`config.mk`:
```
export PLATFORM = sky130hd
export DESIGN_NAME = bcd_counter_multi
export DESIGN_NICKNAME = d
export VERILOG_FILES = /design/src/rtl/bcd_counter_multi.sv
export SDC_FILE = /design/constraint.sdc
export NUM_CORES = 1
export LEC_CHECK = 0
export ABC_AREA = 1
export BUFFER_PORTS_ARGS = -buffer_cell sky130_fd_sc_hd__clkbuf_2
export CELL_PAD_IN_SITES_DETAIL_PLACEMENT = 1
export CELL_PAD_IN_SITES_GLOBAL_PLACEMENT = 1
export CORE_UTILIZATION = 41
export CTS_CLUSTER_SIZE = 20
export DETAILED_ROUTE_END_ITERATION = 8
export PLACE_DENSITY = 0.91
export SLEW_MARGIN = 10
export SYNTH_ARGS = -nofsm -noshare
export SYNTH_HDL_FRONTEND = slang
export SYNTH_SLANG_ARGS = --single-unit
```
`constraint.sdc`:
```
create_clock -name clk -period 3.3 [get_ports clk]
set_clock_uncertainty 0.05 [all_clocks]
set_input_delay 0 -clock clk [delete_from_list [all_inputs] [get_ports clk]]
set_output_delay 0 -clock clk [all_outputs]
set_load 0.02 [all_outputs]
```
`src/rtl/bcd_counter_multi.sv`:
```
// bcd_counter_multi
//   Cascadable multi-digit synchronous up/down counter. Every 4-bit digit
//   counts modulo DIGIT_MOD (10 gives a BCD decade counter). Instances chain
//   by wiring tc of the lower instance to cin of the next-higher one.
//
// Ports
//   clk       rising-edge clock
//   clrbar    asynchronous active-low reset (q, wrap, load_err -> 0)
//   sclr      synchronous clear, highest priority
//   load      synchronous parallel load of d (digits clamped to DIGIT_MOD-1)
//   d         load value, digit i = d[4i+3:4i], digit 0 least significant
//   en        count enable
//   cin       cascade carry/borrow-in (tie 1 when standalone)
//   up_dn     1 = count up, 0 = count down
//   q         count value, same packing as d
//   tc        terminal count / cascade carry-out (combinational)
//   wrap      one-cycle pulse: the previous edge wrapped the full count
//   load_err  one-cycle pulse: the previous load clamped at least one digit
module bcd_counter_multi #(
    parameter int DIGITS    = 4,
    parameter int DIGIT_MOD = 10
) (
    input  logic                  clk,
    input  logic                  clrbar,
    input  logic                  sclr,
    input  logic                  load,
    input  logic [4*DIGITS-1:0]   d,
    input  logic                  en,
    input  logic                  cin,
    input  logic                  up_dn,
    output logic [4*DIGITS-1:0]   q,
    output logic                  tc,
    output logic                  wrap,
    output logic                  load_err
);

    localparam logic [3:0] MAXD = 4'(DIGIT_MOD - 1);

    // Saturate an incoming load digit into the legal digit range.
    function automatic logic [3:0] clamp_digit(input logic [3:0] v);
        return (v > MAXD) ? MAXD : v;
    endfunction

    function automatic logic digit_clamped(input logic [3:0] v);
        return (v > MAXD);
    endfunction

    logic [4*DIGITS-1:0] cnt_p0;
    logic                wrap_p0;
    logic                lerr_p0;

    logic [DIGITS:0]     chain;     // chain[i]=1: digits below i are all at the roll-over value
    logic [4*DIGITS-1:0] cnt_nxt;
    logic [4*DIGITS-1:0] ld_val;
    logic                any_clamp;
    logic                terminal;
    logic                step;

    // Next-state decode: per-digit compare and ripple-free carry/borrow enable
    always_comb begin
        chain     = '0;
        cnt_nxt   = cnt_p0;
        ld_val    = '0;
        any_clamp = 1'b0;
        chain[0]  = 1'b1;
        for (int i = 0; i < DIGITS; i++) begin
            logic [3:0] dig;
            logic [3:0] lim;
            dig = cnt_p0[4*i +: 4];
            lim = up_dn ? MAXD : 4'd0;
            if (chain[i]) begin
                if (up_dn)
                    cnt_nxt[4*i +: 4] = (dig == MAXD) ? 4'd0 : dig + 4'd1;
                else
                    cnt_nxt[4*i +: 4] = (dig == 4'd0) ? MAXD : dig - 4'd1;
            end
            chain[i+1]       = chain[i] & (dig == lim);
            ld_val[4*i +: 4] = clamp_digit(d[4*i +: 4]);
            any_clamp        = any_clamp | digit_clamped(d[4*i +: 4]);
        end
        terminal = chain[DIGITS];
        step     = en & cin;
    end

    assign tc = step & terminal & ~sclr & ~load;

    // Stage p0: count register and status pulses
    always_ff @(posedge clk or negedge clrbar) begin
        if (!clrbar) begin
            cnt_p0  <= '0;
            wrap_p0 <= 1'b0;
            lerr_p0 <= 1'b0;
        end else if (sclr) begin
            cnt_p0  <= '0;
            wrap_p0 <= 1'b0;
            lerr_p0 <= 1'b0;
        end else if (load) begin
            cnt_p0  <= ld_val;
            wrap_p0 <= 1'b0;
            lerr_p0 <= any_clamp;
        end else if (step) begin
            cnt_p0  <= cnt_nxt;
            wrap_p0 <= terminal;
            lerr_p0 <= 1'b0;
        end else begin
            wrap_p0 <= 1'b0;
            lerr_p0 <= 1'b0;
        end
    end

    assign q        = cnt_p0;
    assign wrap     = wrap_p0;
    assign load_err = lerr_p0;

endmodule
```
==> results.json <==
{
  "outcome": "finished clean",
  "tightest_slew_ps": 1020,
  "dr.first_iter.drc_count": 124,
  "cp.required_ps": 3250,
  "slew_viol_final": 0,
  "ios": 42,
  "ctsLongestPathBuffers": 2,
  "power_frac_comb_pct": 40.6,
  "rsz0062_at_grt": "false",
  "dp.cells": 360,
  "dpl.hpwl_mm": 4.53,
  "chipHeight_um": 69.2,
  "p_leak_nw": 1.10,
  "powerDensity_mw_per_mm2": 384,
  "setup_viol": 0,
  "syn-num-nets": 316,
  "totalWireLength_mm": 5.88,
  "grt_max_degree": 22,
  "final_cell_area_mm2": 0.00213,
  "p_int_mw": 0.464,
  "crit_type": "flip-flop to output port",
  "fp.dieW_um": 69.2,
  "cap_violations": 0,
  "ys_ff_latch": 18,
  "diodes": 0,
  "clock-root-buffer": "clkbuf_8",
  "synthesis.area_mm2": 0.00185,
  "antenna_left": 0,
  "cts_tree": "yes",
  "core_mm2": 0.00435,
  "final_nets": 353,
  "grt.busiest_layer": "met2",
  "yosys.area.top_type": "dfrtp_1",
  "clkPwrFrac_pct": 23.6,
  "synthTopCellsByArea": "dfrtp_1 (24%), nand2_1 (13%), ha_1 (11%), nand3_1 (11%), o21ai_0 (5.1%)",
  "hold_violations": 0,
  "grt_pass1_wl_mm": 9.64,
  "synth_cells": 277,
  "wl_per_cell_um": 16.1,
  "grt_pass1_vias": 2002,
  "cts_buffers": 3,
  "ir_worst_vdd_v": 0.000197,
  "placed_area_mm2": 0.00207,
  "p_seq_share_pct": 35.9,
  "dpl_worst_slack_ps": 1400,
  "via_count": 2050,
  "vias_per_cell": 5.62,
  "grt_use_met1_pct": 33.0,
  "register_area_um2": 450,
  "dieArea_mm2": 0.00479,
  "tns_ps": 0,
  "hold_path.class": "input port to flip-flop",
  "drc_errors": 0,
  "grt_util_all_layers_pct": 25.0,
  "fillerInstances": 611,
  "mostFrequentLayoutCell": "nand2_1",
  "mostFrequentLayoutCells": "nand2_1 (65), clkbuf_2 (41), nand3_1 (40)",
  "clk_pin_slew_worst_paths_ps": 80,
  "max_freq_ghz": 0.524,
  "sw_frac_of_total_pct": 43.3,
  "crit_arrival_ps": 1860,
  "gp_congestion": 0.881,
  "drtPass1Iterations": 4,
  "synthToLayoutAreaGrowth_pct": 15.2,
  "cts_sinks": 18,
  "numPortBuffers": 41,
  "grt_remaining_overflow": 0,
  "fin_crit_ps": 1910,
  "core.rowCount": 24,
  "startpoint_type": "flip-flop",
  "multi_input_area_mm2": 0.00124,
  "initial_utilization_pct": 42.5,
  "grt_use_met3_pct": 1.89,
  "critPathMaxFanout": 7,
  "post-route-worst-setup-slack_ps": 1390,
  "maxSlewHeadroom_pct": 32.0,
  "drive_above_1_share_pct": 19.8,
  "p_sw_mw": 0.355,
  "clock_latency_ps": 260,
  "instances_no_fill": 365,
  "grtUsageMet2_pct": 42.6,
  "synth_top_area_share_pct": 24.3,
  "antenna_found_initial": 0,
  "fin_crit_sh_pct": 57.8,
  "ys_warn_count": 0,
  "yosysUniqueCellTypes": 33,
  "worstSetupEndpointType": "output port",
  "ys_seq_area_share_pct": 24.3,
  "htreeDepth": 1,
  "syn_area_per_cell_um2": 6.69
}
## cell type report
type,instances,share of cell area [%]
Tap cell,52,3.05
Clock buffer,4,2.58
Timing Repair Buffer,42,10.1
Multi-Input combinational cell,220,58.1
Inverter,29,5.10
Sequential cell,18,21.1
## Yosys cell counts (all sizes together)
| master | count |
|---|---|
| a21boi | 1 |
| a21oi | 12 |
| a31oi | 3 |
| a41oi | 1 |
| buf | 8 |
| clkbuf | 2 |
| clkinv | 1 |
| dfrtp | 18 |
| ha | 16 |
| inv | 28 |
| nand2 | 71 |
| nand3 | 43 |
| nand4 | 4 |
| nor2 | 25 |
| nor3 | 2 |
| nor3b | 1 |
| o2111ai | 1 |
| o211ai | 7 |
| o21ai | 23 |
| o21bai | 1 |
| o31ai | 2 |
| xnor2 | 1 |
| xor2 | 6 |
## repair_timing
action	CTS	global route
hold buffers	1	0
buffers inserted	0	0
resized for setup	0	0
hold endpoints to repair	18	0
## registers in the layout, summed over array words and instances, names as in the netlist
name      flops
load_err      1
q            16
wrap          1
## stage by stage
step	total power, mW	hold slack, ps	util [%]
2_1_floorplan	0.519	-346	-
3_3_place_gp	0.608	-70.1	47.5
3_5_place_dp	0.626	-61.2	47.5
4_1_cts	0.818	35.6	49.0
5_1_grt	0.869	68.5	49.0
6_report	0.819	31.9	49.0
## worst paths after layout
path / start / to / slack [ps] / depth (start not counted)
worst max-delay path: q[9] / tc / 1390 / 6
worst min-delay path: d[10] / q[10] / 30 / 5
worst max register to register: q[4] / q[5] / 1400 / 8
worst min register to register: q[1] / q[1] / 610 / 2
max in group asynchronous: clrbar / q[12] / 2690 / 2
min in group asynchronous: clrbar / q[14] / 180 / 2
## power groups by stage
stage	registers, mW	clock network [mW]	logic [mW]
final	0.294	0.193	0.332
after global routing	0.299	0.200	0.370
after CTS	0.293	0.193	0.332
after detailed placement	0.297	0	0.329
after global placement	0.295	0	0.312
after floorplan	0.303	0	0.216
## cell families after synthesis
group                    Yosys count  synth area share (%)
XOR/XNOR                           7                  3.31
AO/OA/AOI/OAI                     51                  16.3
buffers and inverters             39                  8.78
flip-flops                        18                  24.3
AND/OR/NAND/NOR                  146                  36.5
adder cells (fa/ha/maj)           16                  10.8
## critical path, stage by stage, from the launching register on
cell	delay, ps
dfrtp_1	490
nor2_1	230
o211ai_1	130
a21oi_1	250
nand2_4	120
nor2_1	180
clkbuf_2	200
## layer usage
metal  vias up  share of wire (%)
met5         -                  0
met4         0                1.8
met3        10                4.0
met2        62                 50
met1       980                 44
li1        998                  -
Note: power is estimated with default switching activity, not from simulation.
